$ cat config.mk
export PLATFORM = sky130hd
export DESIGN_NAME = audio_mixer_seq
export DESIGN_NICKNAME = d
export VERILOG_FILES = /design/src/rtl/audio_mixer_pkg.sv /design/src/rtl/audio_mixer_regs.sv /design/src/rtl/audio_mixer_seq.sv
export SDC_FILE = /design/constraint.sdc
export NUM_CORES = 1
export LEC_CHECK = 0
export CAP_MARGIN = 20
export CORE_UTILIZATION = 30
export CTS_CLUSTER_SIZE = 30
export DETAILED_ROUTE_END_ITERATION = 12
export PLACE_DENSITY_LB_ADDON = 0.05
export SYNTH_ARGS = -nofsm -noshare
export SYNTH_HDL_FRONTEND = slang
export SYNTH_SLANG_ARGS = --single-unit
$ cat constraint.sdc
create_clock -name clk -period 12.05 [get_ports clk]
set_input_delay 1.8075 -clock clk [delete_from_list [all_inputs] [get_ports clk]]
set_output_delay 1.8075 -clock clk [all_outputs]
set_load 0.02 [all_outputs]
$ cat src/rtl/audio_mixer_pkg.sv
// Shared types and helpers for the time-multiplexed audio mixer.
// Optional PEAK register is enabled with AUDIO_MIXER_PEAK_EN.
package audio_mixer_pkg;

    typedef enum logic [1:0] {
        IDLE = 2'd0,
        ACC  = 2'd1,
        OUT  = 2'd2
    } state_t;

    localparam logic [5:0] REG_CTRL   = 6'd0;
    localparam logic [5:0] REG_STATUS = 6'd1;
    localparam logic [5:0] REG_PEAK   = 6'd2;

    localparam int STAT_OVERRUN = 0;
    localparam int STAT_CLIP    = 1;

    function automatic logic signed [63:0] sat_signed(
        input logic signed [63:0] value,
        input int                 width
    );
        logic signed [63:0] hi;
        logic signed [63:0] lo;
        hi = (64'sd1 <<< (width - 1)) - 64'sd1;
        lo = -(64'sd1 <<< (width - 1));
        if (value > hi)
            return hi;
        if (value < lo)
            return lo;
        return value;
    endfunction

endpackage

$ cat src/rtl/audio_mixer_regs.sv
// Bus register file: per-channel volume, CTRL, sticky W1C STATUS and
// (with AUDIO_MIXER_PEAK_EN) a clear-on-read PEAK magnitude register.
module audio_mixer_regs
    import audio_mixer_pkg::*;
#(
    parameter int N_CH  = 4,
    parameter int VOL_W = 4,
    parameter int OUT_W = 12
) (
    input  logic                  clk,
    input  logic                  resetn,
    input  logic                  valid,
    output logic                  ready,
    input  logic [3:0]            wstrb,
    input  logic [31:0]           addr,
    input  logic [31:0]           wdata,
    output logic [31:0]           rdata,
    output logic [N_CH*VOL_W-1:0] vol,
    output logic                  enable,
    input  logic                  set_overrun,
    input  logic                  set_clip,
    input  logic                  peak_upd,
    input  logic [OUT_W-2:0]      peak_mag
);

    logic [VOL_W-1:0] vol_q [N_CH];
    logic [1:0]       status_q;
    logic [1:0]       clr;
    logic [1:0]       set;
    logic [5:0]       word;
    logic             wr;
    logic [31:0]      rd_val;
    logic             unused_bits;

    assign word = addr[7:2];
    assign wr   = valid && wstrb[0];
    assign unused_bits = ^{wstrb, addr, wdata};

    always_comb begin
        for (int i = 0; i < N_CH; i++)
            vol[i*VOL_W +: VOL_W] = vol_q[i];
    end

    always_comb begin
        clr = '0;
        if (wr && addr[8] && word == REG_STATUS)
            clr = wdata[1:0];
        set = '0;
        set[STAT_OVERRUN] = set_overrun;
        set[STAT_CLIP]    = set_clip;
    end

    always_ff @(posedge clk) begin
        if (!resetn) begin
            for (int i = 0; i < N_CH; i++)
                vol_q[i] <= '0;
            enable   <= 1'b1;
            status_q <= '0;
        end else begin
            if (wr && !addr[8]) begin
                for (int i = 0; i < N_CH; i++)
                    if (word == 6'(i))
                        vol_q[i] <= wdata[VOL_W-1:0];
            end
            if (wr && addr[8] && word == REG_CTRL)
                enable <= wdata[0];
            // set wins over a same-cycle clear
            status_q <= (status_q & ~clr) | set;
        end
    end

`ifdef AUDIO_MIXER_PEAK_EN
    logic [OUT_W-2:0] peak_q;
    logic             peak_rd;

    assign peak_rd = valid && !wstrb[0] && addr[8] && word == REG_PEAK;

    always_ff @(posedge clk) begin
        if (!resetn)
            peak_q <= '0;
        else if (peak_rd)
            peak_q <= peak_upd ? peak_mag : '0;
        else if (peak_upd && peak_mag > peak_q)
            peak_q <= peak_mag;
    end
`else
    logic unused_peak;
    assign unused_peak = ^{peak_upd, peak_mag};
`endif

    always_comb begin
        rd_val = '0;
        if (!addr[8]) begin
            for (int i = 0; i < N_CH; i++)
                if (word == 6'(i))
                    rd_val[VOL_W-1:0] = vol_q[i];
        end else begin
            case (word)
                REG_CTRL:   rd_val[0]   = enable;
                REG_STATUS: rd_val[1:0] = status_q;
`ifdef AUDIO_MIXER_PEAK_EN
                REG_PEAK:   rd_val[OUT_W-2:0] = peak_q;
`endif
                default:    rd_val = '0;
            endcase
        end
    end

    always_ff @(posedge clk) begin
        if (!resetn) begin
            ready <= 1'b0;
            rdata <= '0;
        end else begin
            ready <= valid;
            rdata <= rd_val;
        end
    end

endmodule

$ cat src/rtl/audio_mixer_seq.sv
// Tick-driven mixer: one multiply-accumulate per clock, saturated output.
// Build with AUDIO_MIXER_PEAK_EN for the PEAK magnitude register.
module audio_mixer_seq
    import audio_mixer_pkg::*;
#(
    parameter int N_CH  = 4,
    parameter int IN_W  = 8,
    parameter int VOL_W = 4,
    parameter int OUT_W = 12,
    parameter int SHIFT = 2
) (
    input  logic                 clk,
    input  logic                 resetn,
    input  logic                 valid,
    output logic                 ready,
    input  logic [3:0]           wstrb,
    input  logic [31:0]          addr,
    input  logic [31:0]          wdata,
    output logic [31:0]          rdata,
    input  logic                 tick,
    input  logic [N_CH*IN_W-1:0] ch_in,
    output logic [OUT_W-1:0]     out,
    output logic                 out_valid,
    output logic                 busy
);

    localparam int ACC_W  = IN_W + VOL_W + 1 + $clog2(N_CH);
    localparam int IDX_W  = (N_CH > 1) ? $clog2(N_CH) : 1;
    localparam int MID_IN = 2 ** (IN_W - 1);
    localparam logic [IDX_W-1:0] LAST = IDX_W'(N_CH - 1);
    localparam logic [OUT_W-1:0] MID_OUT = {1'b1, {(OUT_W-1){1'b0}}};

    state_t state, state_nx;
    logic   start;
    logic   enable;

    logic [N_CH*VOL_W-1:0]   vol;
    logic [IN_W-1:0]         shadow [N_CH];
    logic [IDX_W-1:0]        idx;
    logic signed [ACC_W-1:0] acc;
    logic signed [ACC_W-1:0] samp_s;
    logic signed [ACC_W-1:0] vol_s;
    logic signed [ACC_W-1:0] prod;
    logic signed [ACC_W-1:0] shifted;
    logic signed [63:0]      sat_val;
    logic [OUT_W-1:0]        s_out;
    logic                    clip_now;
    logic [OUT_W-2:0]        peak_mag;

    assign busy = (state != IDLE);

    always_ff @(posedge clk) begin
        if (!resetn)
            state <= IDLE;
        else
            state <= state_nx;
    end

    always_comb begin
        state_nx = state;
        start    = 1'b0;
        unique case (state)
            IDLE: if (tick && enable) begin
                state_nx = ACC;
                start    = 1'b1;
            end
            ACC:  if (idx == LAST) state_nx = OUT;
            OUT:  state_nx = IDLE;
            default: state_nx = IDLE;
        endcase
    end

    // Offset-binary sample to signed, times live volume.
    assign samp_s = $signed(ACC_W'(shadow[idx])) - $signed(ACC_W'(MID_IN));
    assign vol_s  = $signed(ACC_W'(vol[idx*VOL_W +: VOL_W]));
    assign prod   = samp_s * vol_s;

    assign shifted  = acc >>> SHIFT;
    assign sat_val  = sat_signed(64'(shifted), OUT_W);
    assign s_out    = sat_val[OUT_W-1:0];
    assign clip_now = (sat_val != 64'(shifted));

    always_ff @(posedge clk) begin
        if (start) begin
            for (int k = 0; k < N_CH; k++)
                shadow[k] <= ch_in[k*IN_W +: IN_W];
        end
    end

    always_ff @(posedge clk) begin
        if (!resetn) begin
            acc       <= '0;
            idx       <= '0;
            out       <= MID_OUT;
            out_valid <= 1'b0;
        end else begin
            out_valid <= 1'b0;
            if (start) begin
                acc <= '0;
                idx <= '0;
            end else if (state == ACC) begin
                acc <= acc + prod;
                idx <= (idx == LAST) ? '0 : idx + 1'b1;
            end
            if (state == OUT) begin
                out       <= {~s_out[OUT_W-1], s_out[OUT_W-2:0]};
                out_valid <= 1'b1;
            end
        end
    end

`ifdef AUDIO_MIXER_PEAK_EN
    logic [OUT_W-1:0] neg_out;
    assign neg_out = -s_out;
    // Most negative code has no positive twin; report full scale.
    assign peak_mag = !s_out[OUT_W-1] ? s_out[OUT_W-2:0] :
                      neg_out[OUT_W-1] ? '1 : neg_out[OUT_W-2:0];
`else
    assign peak_mag = '0;
`endif

    audio_mixer_regs #(
        .N_CH  (N_CH),
        .VOL_W (VOL_W),
        .OUT_W (OUT_W)
    ) u_regs (
        .clk         (clk),
        .resetn      (resetn),
        .valid       (valid),
        .ready       (ready),
        .wstrb       (wstrb),
        .addr        (addr),
        .wdata       (wdata),
        .rdata       (rdata),
        .vol         (vol),
        .enable      (enable),
        .set_overrun (tick && busy),
        .set_clip    ((state == OUT) && clip_now),
        .peak_upd    (state == OUT),
        .peak_mag    (peak_mag)
    );

endmodule

==> impl_metrics.json <==
{
  "status": "complete, but fails checks",
  "failed_checks": "design-rule violations",
  "clock_sinks": 90,
  "syn_inst": 535,
  "area_growth_pct": 19.8,
  "async_reset_ff_frac": 0,
  "fin_util": 0.370,
  "post-dp-hpwl_um": 9760,
  "dieArea_um2": 19200,
  "path_cells": "mux4_2 -> nor2b_1 -> fa_1 -> fa_1 -> inv_1 -> fa_1 -> inv_1 -> ha_1 -> a21oi_1 -> o21a_1 -> nor2_1 -> or4_1 -> o311ai_1",
  "maxSlewViolCount": 0,
  "wire_per_inst_um": 15.2,
  "first_global_vias": 4010,
  "h-tree-depth": 3,
  "synth.cell_area_um2": 5590,
  "postCtsSetupBuffers": 0,
  "cp_max_fo": 9,
  "first_pass_iters": 8,
  "drcViolationCount": 6,
  "period_share": 0.455,
  "die_y_um": 138,
  "nFillCells": 1821,
  "synth_enable_flop_cells": 48,
  "yosysTopAreaCell": "edfxtp_1",
  "p_seq_frac": 0.330,
  "p_switching_w": 0.000409,
  "seq_area_um2": 2280,
  "crit_path_max_incr_delay_ps": 760,
  "core_um2": 18100,
  "cp.arrival_ps": 5740,
  "slew_headroom": 0.348,
  "cts_root_buf": "clkbuf_16",
  "clkSlewWorstSetupHoldPaths_ps": 70,
  "n_antenna_cell": 0,
  "hold_class": "flop to flop",
  "fp.dieW_um": 138,
  "io-pin-count": 151,
  "ant_nets": 0,
  "grt_max_degree": 35,
  "synth.avg_cell_area_um2": 10.4,
  "grtUsageTotal": 0.141,
  "cts_inserted_buffers": 9,
  "sw_frac_of_total": 0.370,
  "max_clock_freq_mhz": 182,
  "route.final.wire_length_um": 12600,
  "end_kind": "flop",
  "drive_gt1_frac": 0.0650,
  "start_util": 0.309,
  "antenna_found_initial": 0,
  "clock_latency_ps": 350,
  "drv_cap": 0,
  "core.rowCount": 49,
  "ctsResizeCount": 0,
  "multi_input_area_um2": 2910,
  "required_ps": 12310,
  "path_delay_family": "adder cells",
  "power_frac_comb": 0.399,
  "crit_slowest_cell": "nor2b_1",
  "setup_viol": 0,
  "cp_common_cell": "fa_1",
  "worstMarginPinSlew_ps": 976,
  "hold_viol": 0,
  "gp_congestion": 0.787,
  "power_density_nw_per_um2": 165,
  "synth_area_leaders": "edfxtp_1 26%, dfxtp_1 15%, fa_1 11%",
  "internal-power_w": 0.000697,
  "hp-start": "acc[1]$_SDFFE_PP0N_",
  "grt_pass1_wl_um": 20900,
  "cts_tree": "yes",
  "route.vias.total": 3808,
  "clockPowerShare": 0.270,
  "synth_seq_cells": 90,
  "yosysWarningCount": 0,
  "start_kind": "flop",
  "synth_top_area_frac": 0.258,
  "portBuffers": 66,
  "yosysSeqAreaShare": 0.408,
  "clk_path_buf_depth": 2,
  "vdd_drop_max_mv": 0.0797,
  "rsz0062_at_grt": "no",
  "overflow": 0,
  "synth.distinct_cells": 48,
  "finalSetupTns_ps": 0,
  "clock_skew_ps": 10.1,
  "nNetsFinal": 762,
  "p_leak_nw": 2.67,
  "ys.flop_type": "edfxtp_1",
  "path_buf_inv": 2,
  "critical_path_class": "flop to flop",
  "first_iter_violations": 150,
  "viasPerCell": 4.59,
  "holdBufCountCts": 0,
  "fin_crit_ps": 5490
}
[cells by family (layout without fill, tap and decap cells)]
logic type | Yosys count | in the layout | synth area share
and+or+nand+nor | 152 | 152 | 0.139
buffers and inverters | 105 | 143 | 0.0896
AOI/OAI and AO/OA | 93 | 93 | 0.0927
xor gates and xnor gates | 13 | 13 | 0.0217
muxes | 18 | 18 | 0.0640
other | 1 | 28 | 0.000671
adders and majority gates | 63 | 63 | 0.184
DFF | 90 | 90 | 0.408
[state kept, by name, indices dropped and copies added (netlist names), named ones only]
signal / count
acc: 15
idx: 2
u_regs.ready: 1
shadow: 32
out_valid: 1
u_regs.rdata: 4
out: 12
u_regs.status_q: 2
u_regs.enable: 1
state: 2
u_regs.vol_q: 16
[final timing paths]
path | end | slack, ps | cells past startpoint
hold / removal | acc[1]$_SDFFE_PP0N_ | 470 | 2
setup reg to reg | acc[14]$_SDFFE_PP0N_ | 6560 | 13
hold reg to reg | acc[1]$_SDFFE_PP0N_ | 470 | 2
setup / recovery | acc[14]$_SDFFE_PP0N_ | 6560 | 13
[worst min-delay path, delay by kind of cell, from the launching register on]
kind,cells,cell delay (ps)
simple gates,1,50
flops,1,310
compound gates,1,50
[per-stage QoR]
stage	power [W]	instance area [µm²]	worst slack, ps	instances	hold WS [ps]
2_1_floorplan	0.000714	5690	7350	562	436
5_1_grt	0.00121	6700	6200	829	504
3_5_place_dp	0.000821	6380	6560	813	458
4_1_cts	0.00112	6700	6510	829	469
6_report	0.00111	6700	6560	829	465
3_3_place_gp	0.000821	6380	6570	813	450
[layer usage]
metal,vias to the layer above,share of wire,track usage
met3,9,0.026,0.0263
met4,0,0.012,0.0444
met5,-,0,0
met1,1855,0.45,0.171
li1,1875,-,-
met2,69,0.51,0.252
[power by group through the flow]
stage / Sequential [W] / Clock [W] / Combinational, W
global placement: 0.000374 / 0 / 0.000448
finish: 0.000366 / 0.000299 / 0.000442
CTS: 0.000367 / 0.000307 / 0.000450
global route: 0.000369 / 0.000319 / 0.000522
floorplan: 0.000363 / 0 / 0.000350
detailed placement: 0.000375 / 0 / 0.000446
[placed cells by master (no fill, tap or decap), drive strengths merged, types with 2 or more instances in the layout]
master / instances
a211oi: 3
a21o: 2
a21oi: 48
and2: 42
and3: 2
buf: 2
clkbuf: 11
clkdlybuf4s50: 66
clkinv: 2
conb: 28
dfxtp: 42
edfxtp: 48
fa: 32
ha: 31
inv: 61
mux2: 2
mux2i: 2
mux4: 14
nand2: 47
nand2b: 5
nand3: 8
nand3b: 2
nand4b: 2
nor2: 24
nor2b: 9
nor3: 3
nor4: 3
o211ai: 3
o21a: 3
o21ai: 26
o22ai: 2
xnor2: 9
xor2: 4
[final cells by class]
cell class	count	area share
flip-flops and latches	90	0.341
clock buffers	11	0.0411
well taps	229	0.0428
repair buffers	68	0.101
multi-input cells	367	0.435
clock inverters	5	0.00617
inverters	59	0.0331
[Yosys cell counts, types with 3 or more instances]
library cell,n
inv_1,59
a21oi_1,48
edfxtp_1,48
nand2_1,47
and2_1,42
dfxtp_1,42
fa_1,32
ha_1,31
buf_4,28
o21ai_0,25
nor2_1,24
clkbuf_1,15
mux4_2,14
nor2b_1,9
nand3_1,8
xnor2_1,8
nand2b_1,5
xor2_1,4
nor3_1,3
o211ai_1,3
o21a_1,3
No activity file was read; power rests on OpenSTA's default activity.
